$ cat config.mk
export PLATFORM = sky130hd
export DESIGN_NAME = cpu_axi_bridge
export DESIGN_NICKNAME = d
export VERILOG_FILES = /design/src/rtl/axi_pkg.sv /design/src/rtl/axi_write_ctrl.sv /design/src/rtl/cpu_axi_bridge.sv
export SDC_FILE = /design/constraint.sdc
export NUM_CORES = 1
export LEC_CHECK = 0
export ABC_AREA = 0
export CAP_MARGIN = 20
export CORE_AREA = 5 5 160 162
export CTS_CLUSTER_DIAMETER = 80
export DETAILED_ROUTE_END_ITERATION = 10
export DIE_AREA = 0 0 165 167
export GPL_ROUTABILITY_DRIVEN = 0
export MAX_ROUTING_LAYER = met4
export SETUP_SLACK_MARGIN = 0.2
export SLEW_MARGIN = 10
export SYNTH_ARGS = -nofsm -noshare
export SYNTH_HDL_FRONTEND = slang
export SYNTH_SLANG_ARGS = --single-unit
$ cat constraint.sdc
create_clock -name clk -period 5.3 [get_ports clk]
set_input_delay 0.795 -clock clk [delete_from_list [all_inputs] [get_ports clk]]
set_output_delay 0.795 -clock clk [all_outputs]
set_load 0.005 [all_outputs]
$ cat src/rtl/axi_pkg.sv
// axi_pkg: shared IDs, AXI sideband constants and FSM encodings for the CPU AXI bridge
package axi_pkg;
   localparam logic [3:0] ID_INST  = 4'd0;
   localparam logic [3:0] ID_DATA  = 4'd1;
   localparam logic [7:0] AX_LEN   = 8'd0;
   localparam logic [1:0] AX_BURST = 2'd1;
   localparam logic [1:0] AX_LOCK  = 2'd0;
   localparam logic [3:0] AX_CACHE = 4'd0;
   localparam logic [2:0] AX_PROT  = 3'd0;
   typedef enum logic {AR_IDLE, AR_SEND} ar_state_t;
   typedef enum logic [1:0] {W_IDLE, W_SEND, W_RESP} w_state_t;
endpackage

$ cat src/rtl/axi_write_ctrl.sv
// axi_write_ctrl: single-beat data-port write engine driving AW/W/B
module axi_write_ctrl import axi_pkg::*; #(
   parameter int ADDR_W = 32,
   parameter int DATA_W = 32
) (
   input  logic                clk,
   input  logic                reset,
   input  logic                req,
   input  logic                rd_busy,
   input  logic [ADDR_W-1:0]   addr,
   input  logic [1:0]          size,
   input  logic [DATA_W-1:0]   wdata_in,
   input  logic [DATA_W/8-1:0] wstrb_in,
   output logic                acc,
   output logic                busy,
   output logic                data_ok,
   output logic [3:0]          awid,
   output logic [ADDR_W-1:0]   awaddr,
   output logic [2:0]          awsize,
   output logic                awvalid,
   input  logic                awready,
   output logic [3:0]          wid,
   output logic [DATA_W-1:0]   wdata,
   output logic [DATA_W/8-1:0] wstrb,
   output logic                wlast,
   output logic                wvalid,
   input  logic                wready,
   input  logic                bvalid,
   output logic                bready
);
   w_state_t state, state_nx;
   logic aw_pend, w_pend;
   assign acc     = state == W_IDLE && req && !rd_busy;
   assign busy    = state != W_IDLE;
   assign awvalid = aw_pend;
   assign wvalid  = w_pend;
   assign bready  = state == W_RESP;
   assign awid    = ID_DATA;
   assign wid     = ID_DATA;
   assign wlast   = 1'b1;
   // state register
   always_ff @(posedge clk)
      state <= reset ? W_IDLE : state_nx;
   // advance to W_RESP once both AW and W have handshaked, in either order
   always_comb begin
      state_nx = state;
      if (state == W_IDLE && acc) state_nx = W_SEND;
      else if (state == W_SEND && (!aw_pend || awready) && (!w_pend || wready)) state_nx = W_RESP;
      else if (state == W_RESP && bvalid) state_nx = W_IDLE;
   end
   // independent AW/W valids, latched payload, and the data_ok pulse after B
   always_ff @(posedge clk) begin
      if (reset) begin
         aw_pend <= 1'b0;
         w_pend  <= 1'b0;
         data_ok <= 1'b0;
         awaddr  <= '0;
         awsize  <= '0;
         wdata   <= '0;
         wstrb   <= '0;
      end else begin
         aw_pend <= acc | (aw_pend & !awready);
         w_pend  <= acc | (w_pend & !wready);
         data_ok <= state == W_RESP && bvalid;
         if (acc) begin
            awaddr <= addr;
            awsize <= {1'b0, size};
            wdata  <= wdata_in;
            wstrb  <= wstrb_in;
         end
      end
   end
endmodule

$ cat src/rtl/cpu_axi_bridge.sv
// cpu_axi_bridge: joins the IF and MEM SRAM-like ports onto one single-beat AXI3 master
module cpu_axi_bridge import axi_pkg::*; #(
   parameter int ADDR_W = 32,
   parameter int DATA_W = 32
) (
   input  logic                clk,
   input  logic                reset,
   input  logic                inst_sram_req,
   input  logic                inst_sram_wr,
   input  logic [1:0]          inst_sram_size,
   input  logic [DATA_W/8-1:0] inst_sram_wstrb,
   input  logic [ADDR_W-1:0]   inst_sram_addr,
   input  logic [DATA_W-1:0]   inst_sram_wdata,
   output logic                inst_sram_addr_ok,
   output logic                inst_sram_data_ok,
   output logic [DATA_W-1:0]   inst_sram_rdata,
   input  logic                data_sram_req,
   input  logic                data_sram_wr,
   input  logic [1:0]          data_sram_size,
   input  logic [DATA_W/8-1:0] data_sram_wstrb,
   input  logic [ADDR_W-1:0]   data_sram_addr,
   input  logic [DATA_W-1:0]   data_sram_wdata,
   output logic                data_sram_addr_ok,
   output logic                data_sram_data_ok,
   output logic [DATA_W-1:0]   data_sram_rdata,
   output logic [3:0]          arid,
   output logic [ADDR_W-1:0]   araddr,
   output logic [7:0]          arlen,
   output logic [2:0]          arsize,
   output logic [1:0]          arburst,
   output logic [1:0]          arlock,
   output logic [3:0]          arcache,
   output logic [2:0]          arprot,
   output logic                arvalid,
   input  logic                arready,
   input  logic [3:0]          rid,
   input  logic [DATA_W-1:0]   rdata,
   input  logic [1:0]          rresp,
   input  logic                rlast,
   input  logic                rvalid,
   output logic                rready,
   output logic [3:0]          awid,
   output logic [ADDR_W-1:0]   awaddr,
   output logic [7:0]          awlen,
   output logic [2:0]          awsize,
   output logic [1:0]          awburst,
   output logic [1:0]          awlock,
   output logic [3:0]          awcache,
   output logic [2:0]          awprot,
   output logic                awvalid,
   input  logic                awready,
   output logic [3:0]          wid,
   output logic [DATA_W-1:0]   wdata,
   output logic [DATA_W/8-1:0] wstrb,
   output logic                wlast,
   output logic                wvalid,
   input  logic                wready,
   input  logic [3:0]          bid,
   input  logic [1:0]          bresp,
   input  logic                bvalid,
   output logic                bready
);
   ar_state_t ar_state, ar_nx;
   logic inst_out, data_out, w_acc, w_busy, w_dok, r_dok, r_hs, d_el, i_el, rd_d, rd_i;
   logic [DATA_W-1:0] rdata_q;
   logic unused_ok;
   assign unused_ok = ^{bid, bresp, rresp, rlast, rid[3:1], inst_sram_wstrb, inst_sram_wdata};
   assign {arlen, arburst, arlock, arcache, arprot} = {AX_LEN, AX_BURST, AX_LOCK, AX_CACHE, AX_PROT};
   assign {awlen, awburst, awlock, awcache, awprot} = {AX_LEN, AX_BURST, AX_LOCK, AX_CACHE, AX_PROT};
   // a data read waits for any write in flight so it cannot overtake it
   assign d_el = !reset && data_sram_req && !data_sram_wr && !data_out && !w_busy;
   assign i_el = !reset && inst_sram_req && !inst_sram_wr && !inst_out;
   assign rd_d = ar_state == AR_IDLE && d_el;
   assign rd_i = ar_state == AR_IDLE && i_el && !d_el;
   assign inst_sram_addr_ok = rd_i;
   assign data_sram_addr_ok = rd_d | w_acc;
   assign arvalid = ar_state == AR_SEND;
   assign rready  = inst_out | data_out;
   assign r_hs    = rvalid && rready;
   assign inst_sram_rdata   = rdata_q;
   assign data_sram_rdata   = rdata_q;
   assign data_sram_data_ok = r_dok | w_dok;
   // AR state register
   always_ff @(posedge clk)
      ar_state <= reset ? AR_IDLE : ar_nx;
   // hold AR until the interconnect takes it
   always_comb begin
      ar_nx = ar_state == AR_IDLE ? ((rd_d || rd_i) ? AR_SEND : AR_IDLE) : (arready ? AR_IDLE : AR_SEND);
   end
   // AR payload, per-source outstanding flags, and R beat capture steered by rid[0]
   always_ff @(posedge clk) begin
      if (reset) begin
         arid              <= '0;
         araddr            <= '0;
         arsize            <= '0;
         inst_out          <= 1'b0;
         data_out          <= 1'b0;
         rdata_q           <= '0;
         inst_sram_data_ok <= 1'b0;
         r_dok             <= 1'b0;
      end else begin
         if (rd_d || rd_i) begin
            arid   <= rd_d ? ID_DATA : ID_INST;
            araddr <= rd_d ? data_sram_addr : inst_sram_addr;
            arsize <= {1'b0, rd_d ? data_sram_size : inst_sram_size};
         end
         inst_out          <= rd_i | (inst_out & !(r_hs && !rid[0]));
         data_out          <= rd_d | (data_out & !(r_hs && rid[0]));
         inst_sram_data_ok <= r_hs && !rid[0];
         r_dok             <= r_hs && rid[0];
         if (r_hs) rdata_q <= rdata;
      end
   end
   axi_write_ctrl #(.ADDR_W(ADDR_W), .DATA_W(DATA_W)) u_wr (
      .clk(clk), .reset(reset), .req(!reset && data_sram_req && data_sram_wr), .rd_busy(data_out),
      .addr(data_sram_addr), .size(data_sram_size), .wdata_in(data_sram_wdata), .wstrb_in(data_sram_wstrb),
      .acc(w_acc), .busy(w_busy), .data_ok(w_dok),
      .awid(awid), .awaddr(awaddr), .awsize(awsize), .awvalid(awvalid), .awready(awready),
      .wid(wid), .wdata(wdata), .wstrb(wstrb), .wlast(wlast), .wvalid(wvalid), .wready(wready),
      .bvalid(bvalid), .bready(bready)
   );
endmodule

; ---- After elaboration in Yosys (flattened, before gate mapping)
; Cells that the tools add are included.
[totals]
ff_bits = 150
latchBits = 0
ramBits = 0
rom_bits = 0
elab_cells = 83
memories = 0
[op_classes]
add_sub_neg = 0
multipliers = 0
n_div = 0
n_lt_le_gt_ge = 0
eq_ne = 2
shifts = 0
n_mux = 9
bitwise_logic = 12
reduce_logical = 42
[ops]
columns = cell, count
row1 = two-way mux 32 bit, 1
row2 = logical AND 1 bit, 20
row3 = logical NOT 1 bit, 14
row4 = bitwise OR 1 bit, 7
row5 = two-way mux 2 bit, 3
row6 = two-way mux 1 bit, 5
row7 = bitwise AND 1 bit, 4
row8 = nonzero test 2 bit, 2
row9 = logical OR 1 bit, 3
row10 = nonzero test 3 bit, 1
row11 = "equality test 2 x 1 -> 1 bit, second input constant", 1
row12 = "equality test 2 bit, second input constant", 1
row13 = logical NOT 2 bit, 1
row14 = OR reduction 2 bit, 1
row15 = NOT 1 bit, 1

; ---- Longest topological paths before layout
[depth]
depth_word = 10
mapped_depth = 7
depth_no_buf = 3

; ---- By module
; A second synthesis with hierarchy kept.
[unflattened]
cells_unflattened = 783
hier_area_um2 = 6510.0
[modules_own_cells]
columns = module, n_inst, cells_per_inst, area_per_inst_um2, seq_area_each_um2
row1 = cpu_axi_bridge, 1, 447, 3554.7, 1441.4
row2 = axi_write_ctrl, 1, 336, 2955.3, 1501.4

; ---- Worst setup path after synthesis
; No wires, ideal clock.
[synth_timing]
kind = input -> output
start = input reset
end = output inst_sram_addr_ok
t_arrival_ns = 2.136
required_ns = 4.505
setup_slack_ns = 2.369
cell_stages = 6
path_cell_list = buf_2 -> or4b_1 -> clkbuf_1 -> clkbuf_1 -> a211o_1 -> inv_1
[synth_via]
elab_chain_len = 7
elab_cells_between_ends = 11
cone_classes = reduce/logical: 11
[synth_rtl]
columns = element, line
row1 = start: declaration, cpu_axi_bridge.sv:7  ; input logic reset,
row2 = logical NOT 1 bit *, "cpu_axi_bridge.sv:71, cpu_axi_bridge.sv:72"
row3 = logical AND 1 bit (4 in a row), cpu_axi_bridge.sv:71  ; assign d_el = !reset && data_sram_req && !data_sram_wr && !data_out && !w_busy;
row4 = logical NOT 1 bit, cpu_axi_bridge.sv:74  ; assign rd_i = ar_state == AR_IDLE && i_el && !d_el;
row5 = logical AND 1 bit *, cpu_axi_bridge.sv:74
row6 = end: declaration, cpu_axi_bridge.sv:14  ; output logic inst_sram_addr_ok,
; Mark *: on every way between the ends. The rest lies on a longest branch, timed or not.

; ---- Worst setup path after layout
[layout_timing]
start = input data_sram_wr
end = output data_sram_addr_ok
[layout_via]
elab_chain_len = 6
elab_cells_between_ends = 9
cone_classes = bitwise: 1 / reduce/logical: 8
[layout_rtl]
columns = element, line
row1 = start: declaration, cpu_axi_bridge.sv:18  ; input logic data_sram_wr,
row2 = logical NOT 1 bit, cpu_axi_bridge.sv:71
row3 = logical AND 1 bit (3 in a row), cpu_axi_bridge.sv:71
row4 = logical AND 1 bit, cpu_axi_bridge.sv:73  ; assign rd_d = ar_state == AR_IDLE && d_el;
row5 = bitwise OR 1 bit *, cpu_axi_bridge.sv:76  ; assign data_sram_addr_ok = rd_d | w_acc;
row6 = end: declaration, cpu_axi_bridge.sv:23  ; output logic data_sram_addr_ok,
; Marked as above.

==> metrics.md <==
| Metric | Value |
|---|---|
| Outcome | `finished, final reports clean` |
| Area grow syn2layout | `54.51%` |
| Synth unique cells | `32` |
| Worst path arrival time | `3.03 ns` |
| DP Area | `9657 um^2` |
| Initial antenna violation count | `3` |
| Die ar. | `27560 um^2` |
| Slew @ Worst Pin | `1.005 ns` |
| Critical Setup Path Class | `in -> out` |
| Clk sinks | `147` |
| WL final | `25110 um` |
| Critical path required time | `4.51 ns` |
| Hold buffer count at CTS | `0` |
| Share of the synthesized area in the top cell type | `0.4436` |
| Largest area contributor in the netlist | `dfxtp_1` |
| Yosys synthesis warning count | `0` |
| GRT Total Usage | `0.1786` |
| #FFs+latches synth | `147` |
| Final WS setup | `1.474 ns` |
| FILL cells | `2420` |
| RSZ-0062 raised after global routing | `false` |
| Clk buf depth | `2` |
| Worst skew pair latency | `0.42 ns` |
| Syn Inst Count | `799` |
| Finished Cell Area | `10250 um^2` |
| Layout cell share with drive strength beyond 1 | `0.06831` |
| Chip height | `167 um` |
| Synth area leaders | `dfxtp_1, buf_4, a21oi_1` |
| CP endpoint kind | `output port` |
| Storage cell area | `2944 um^2` |
| Initial Utilization | `0.2768` |
| Synth Area per Inst | `8.303 um^2` |
| Input/output buffers | `325` |
| Pre-antenna DRT Iters | `4` |
| Largest net degree at the start of global routing | `94` |
| Post-cts sizing count | `0` |
| Sequential cell area fraction in the yosys report | `0.4436` |
| Rows | `57` |
| Fmax | `0.2613 GHz` |
| DP Wirelength | `16780 um` |
| Max Slew Vio Count | `0` |
| Die X-Extent | `165 um` |
| DRC errors left | `0` |
| Remaining Overflow, GRT | `0` |
| Core ar. | `23960 um^2` |
| Worst reg2reg startpoint | `arvalid$_SDFF_PP0_` |
| Hold path start | `data_sram_rdata[12]$_SDFFE_PP0P_` |
| CTS H-tree lvls | `4` |
| Worst Setup Start Kind | `input port` |
| Pre-CTS WS | `1.447 ns` |
| Period minus WS final | `3.826 ns` |
| Worst Setup SP | `data_sram_wr` |
| Seq pwr share | `0.412` |
| Boundary Pins | `426` |
| Post-CTS setup buffer count | `0` |
| Clk slew on worst S/H paths | `0.06 ns` |
| Final TNS setup | `0 ns` |
| Leak pwr | `3.419 nW` |
| NetSw | `0.7984 mW` |
| Commonest non-fill, non-tap cell in the layout | `clkdlybuf4s50_1` |
| Vias per cell | `4.736` |
| Vias in the first global route | `6429` |
| Comb pwr share | `0.162` |
| Iter 0 DRT Violations | `351` |
| Multi-input gate area | `2915 um^2` |
| Final design utilization | `0.4277` |
| Reg2Reg Depth | `4` |
| Final net count | `1237` |
| Clock root cell | `clkbuf_16` |
| Mapped Area | `6634 um^2` |
| First-pass GRT wire length | `37690 um` |
| Max-Cap Viols | `0` |
| Clock power share | `0.426` |
| Tcrit/Tclk final | `0.7220` |
| Mean routed wirelength per cell | `18.18 um` |
| Power Internal | `2.070 mW` |
| TritonCTS clock tree | `built` |
| Pwr dens | `279.8 nW/um^2` |
| Worst vdd rail ir drop | `0.1489 mV` |
| Most frequent cells in the layout | `clkdlybuf4s50_1, dfxtp_1, a21oi_1, nand3_1, nand2_1` |
| Worst Skew | `0.01047 ns` |
| Vias | `6540` |
| Final hold violation count | `0` |
| Sw Share | `0.2784` |
| Rel. slew slack | `0.3297` |
| Worst hold stages | `2` |
| Inserted Clock Buffers | `17` |
| CP max FO | `35` |
| Final ANT Viol Nets | `0` |
| Worst min path class | `reg -> reg` |
| Final setup viols | `0` |
==> cells in the mapped netlist <==
| cell | instances |
|---|---|
| a211o_1 | 1 |
| a21oi_1 | 109 |
| a311oi_1 | 18 |
| a311oi_2 | 16 |
| a31o_2 | 1 |
| a31oi_1 | 1 |
| and3b_1 | 1 |
| buf_1 | 4 |
| buf_2 | 3 |
| buf_4 | 84 |
| buf_6 | 5 |
| clkbuf_1 | 68 |
| conb_1 | 2 |
| dfxtp_1 | 147 |
| inv_1 | 4 |
| nand2_1 | 69 |
| nand2b_1 | 4 |
| nand3_1 | 70 |
| nand3b_1 | 36 |
| nand4_1 | 1 |
| nor2_1 | 2 |
| nor3_1 | 36 |
| nor3b_1 | 2 |
| nor4b_2 | 1 |
| o21a_1 | 1 |
| o21ai_0 | 53 |
| o21ai_1 | 54 |
| or2_1 | 1 |
| or2_2 | 2 |
| or3_1 | 1 |
| or4b_1 | 1 |
| or4b_4 | 1 |
==> power groups by stage <==
stage          logic [mW]  registers, mW  clock network, mW
6_report            0.465           1.18               1.22
5_1_grt             0.506           1.19               1.31
4_1_cts             0.471           1.18               1.26
3_5_place_dp        0.469           1.21                  0
3_3_place_gp        0.465           1.20                  0
2_1_floorplan       0.215           1.21                  0
==> critical path, stage by stage <==
cell	delay (ns)
clkdlybuf4s50_1	0.46
or4b_4	0.79
or2_2	0.37
nand2_1	0.07
clkdlybuf4s50_1	0.53
==> metal layers <==
layer | GRT usage | wire (um) | share of wire
met5 | - | 0 | 0
met4 | 0.05642 | 393 | 0.016
met3 | 0.05536 | 2377 | 0.095
met2 | 0.2852 | 11870 | 0.47
met1 | 0.2146 | 10470 | 0.42
==> cell type report <==
cell class	instances	share of cell area
clock buffers	17	0.04150
clock inverters	15	0.01563
multi-input cells	534	0.2844
diodes	3	0.0007324
repair buffers	337	0.3295
inverters	4	0.001465
well taps	324	0.03955
flip-flops and latches	147	0.2872
==> metrics by stage <==
stage	instances	hold WS, ns	total power, mW
4_1_cts	1378	0.4696	2.917
3_3_place_gp	1345	0.4557	1.669
5_1_grt	1381	0.4921	3.004
2_1_floorplan	849	0.4658	1.421
6_report	1381	0.4653	2.868
3_5_place_dp	1346	0.4604	1.674
==> registers in the layout (all words and copies together), names as in the netlist, 2 cells and up <==
| name | cells |
|---|---|
| u_wr.wdata | 32 |
| u_wr.awsize | 2 |
| arsize | 2 |
| data_sram_rdata | 32 |
| u_wr.wstrb | 4 |
| araddr | 32 |
| u_wr.state | 2 |
| u_wr.awaddr | 32 |
==> worst paths after layout <==
check,slack [ns],to
max,1.47,data_sram_addr_ok
min,0.47,data_sram_rdata[12]$_SDFFE_PP0P_
min reg2reg,0.47,data_sram_rdata[12]$_SDFFE_PP0P_
max reg2reg,3.10,araddr[5]$_SDFFE_PP0P_
==> kinds of logic (layout without fill, tap and decap cells) <==
family,after synthesis,count (layout),synth area share
compound gates,254,254,0.2277
simple gates,228,228,0.1788
buf+inv,168,373,0.1488
flops,147,147,0.4436
other cells,2,55,0.001132
No activity file was read; power rests on OpenSTA's default activity.
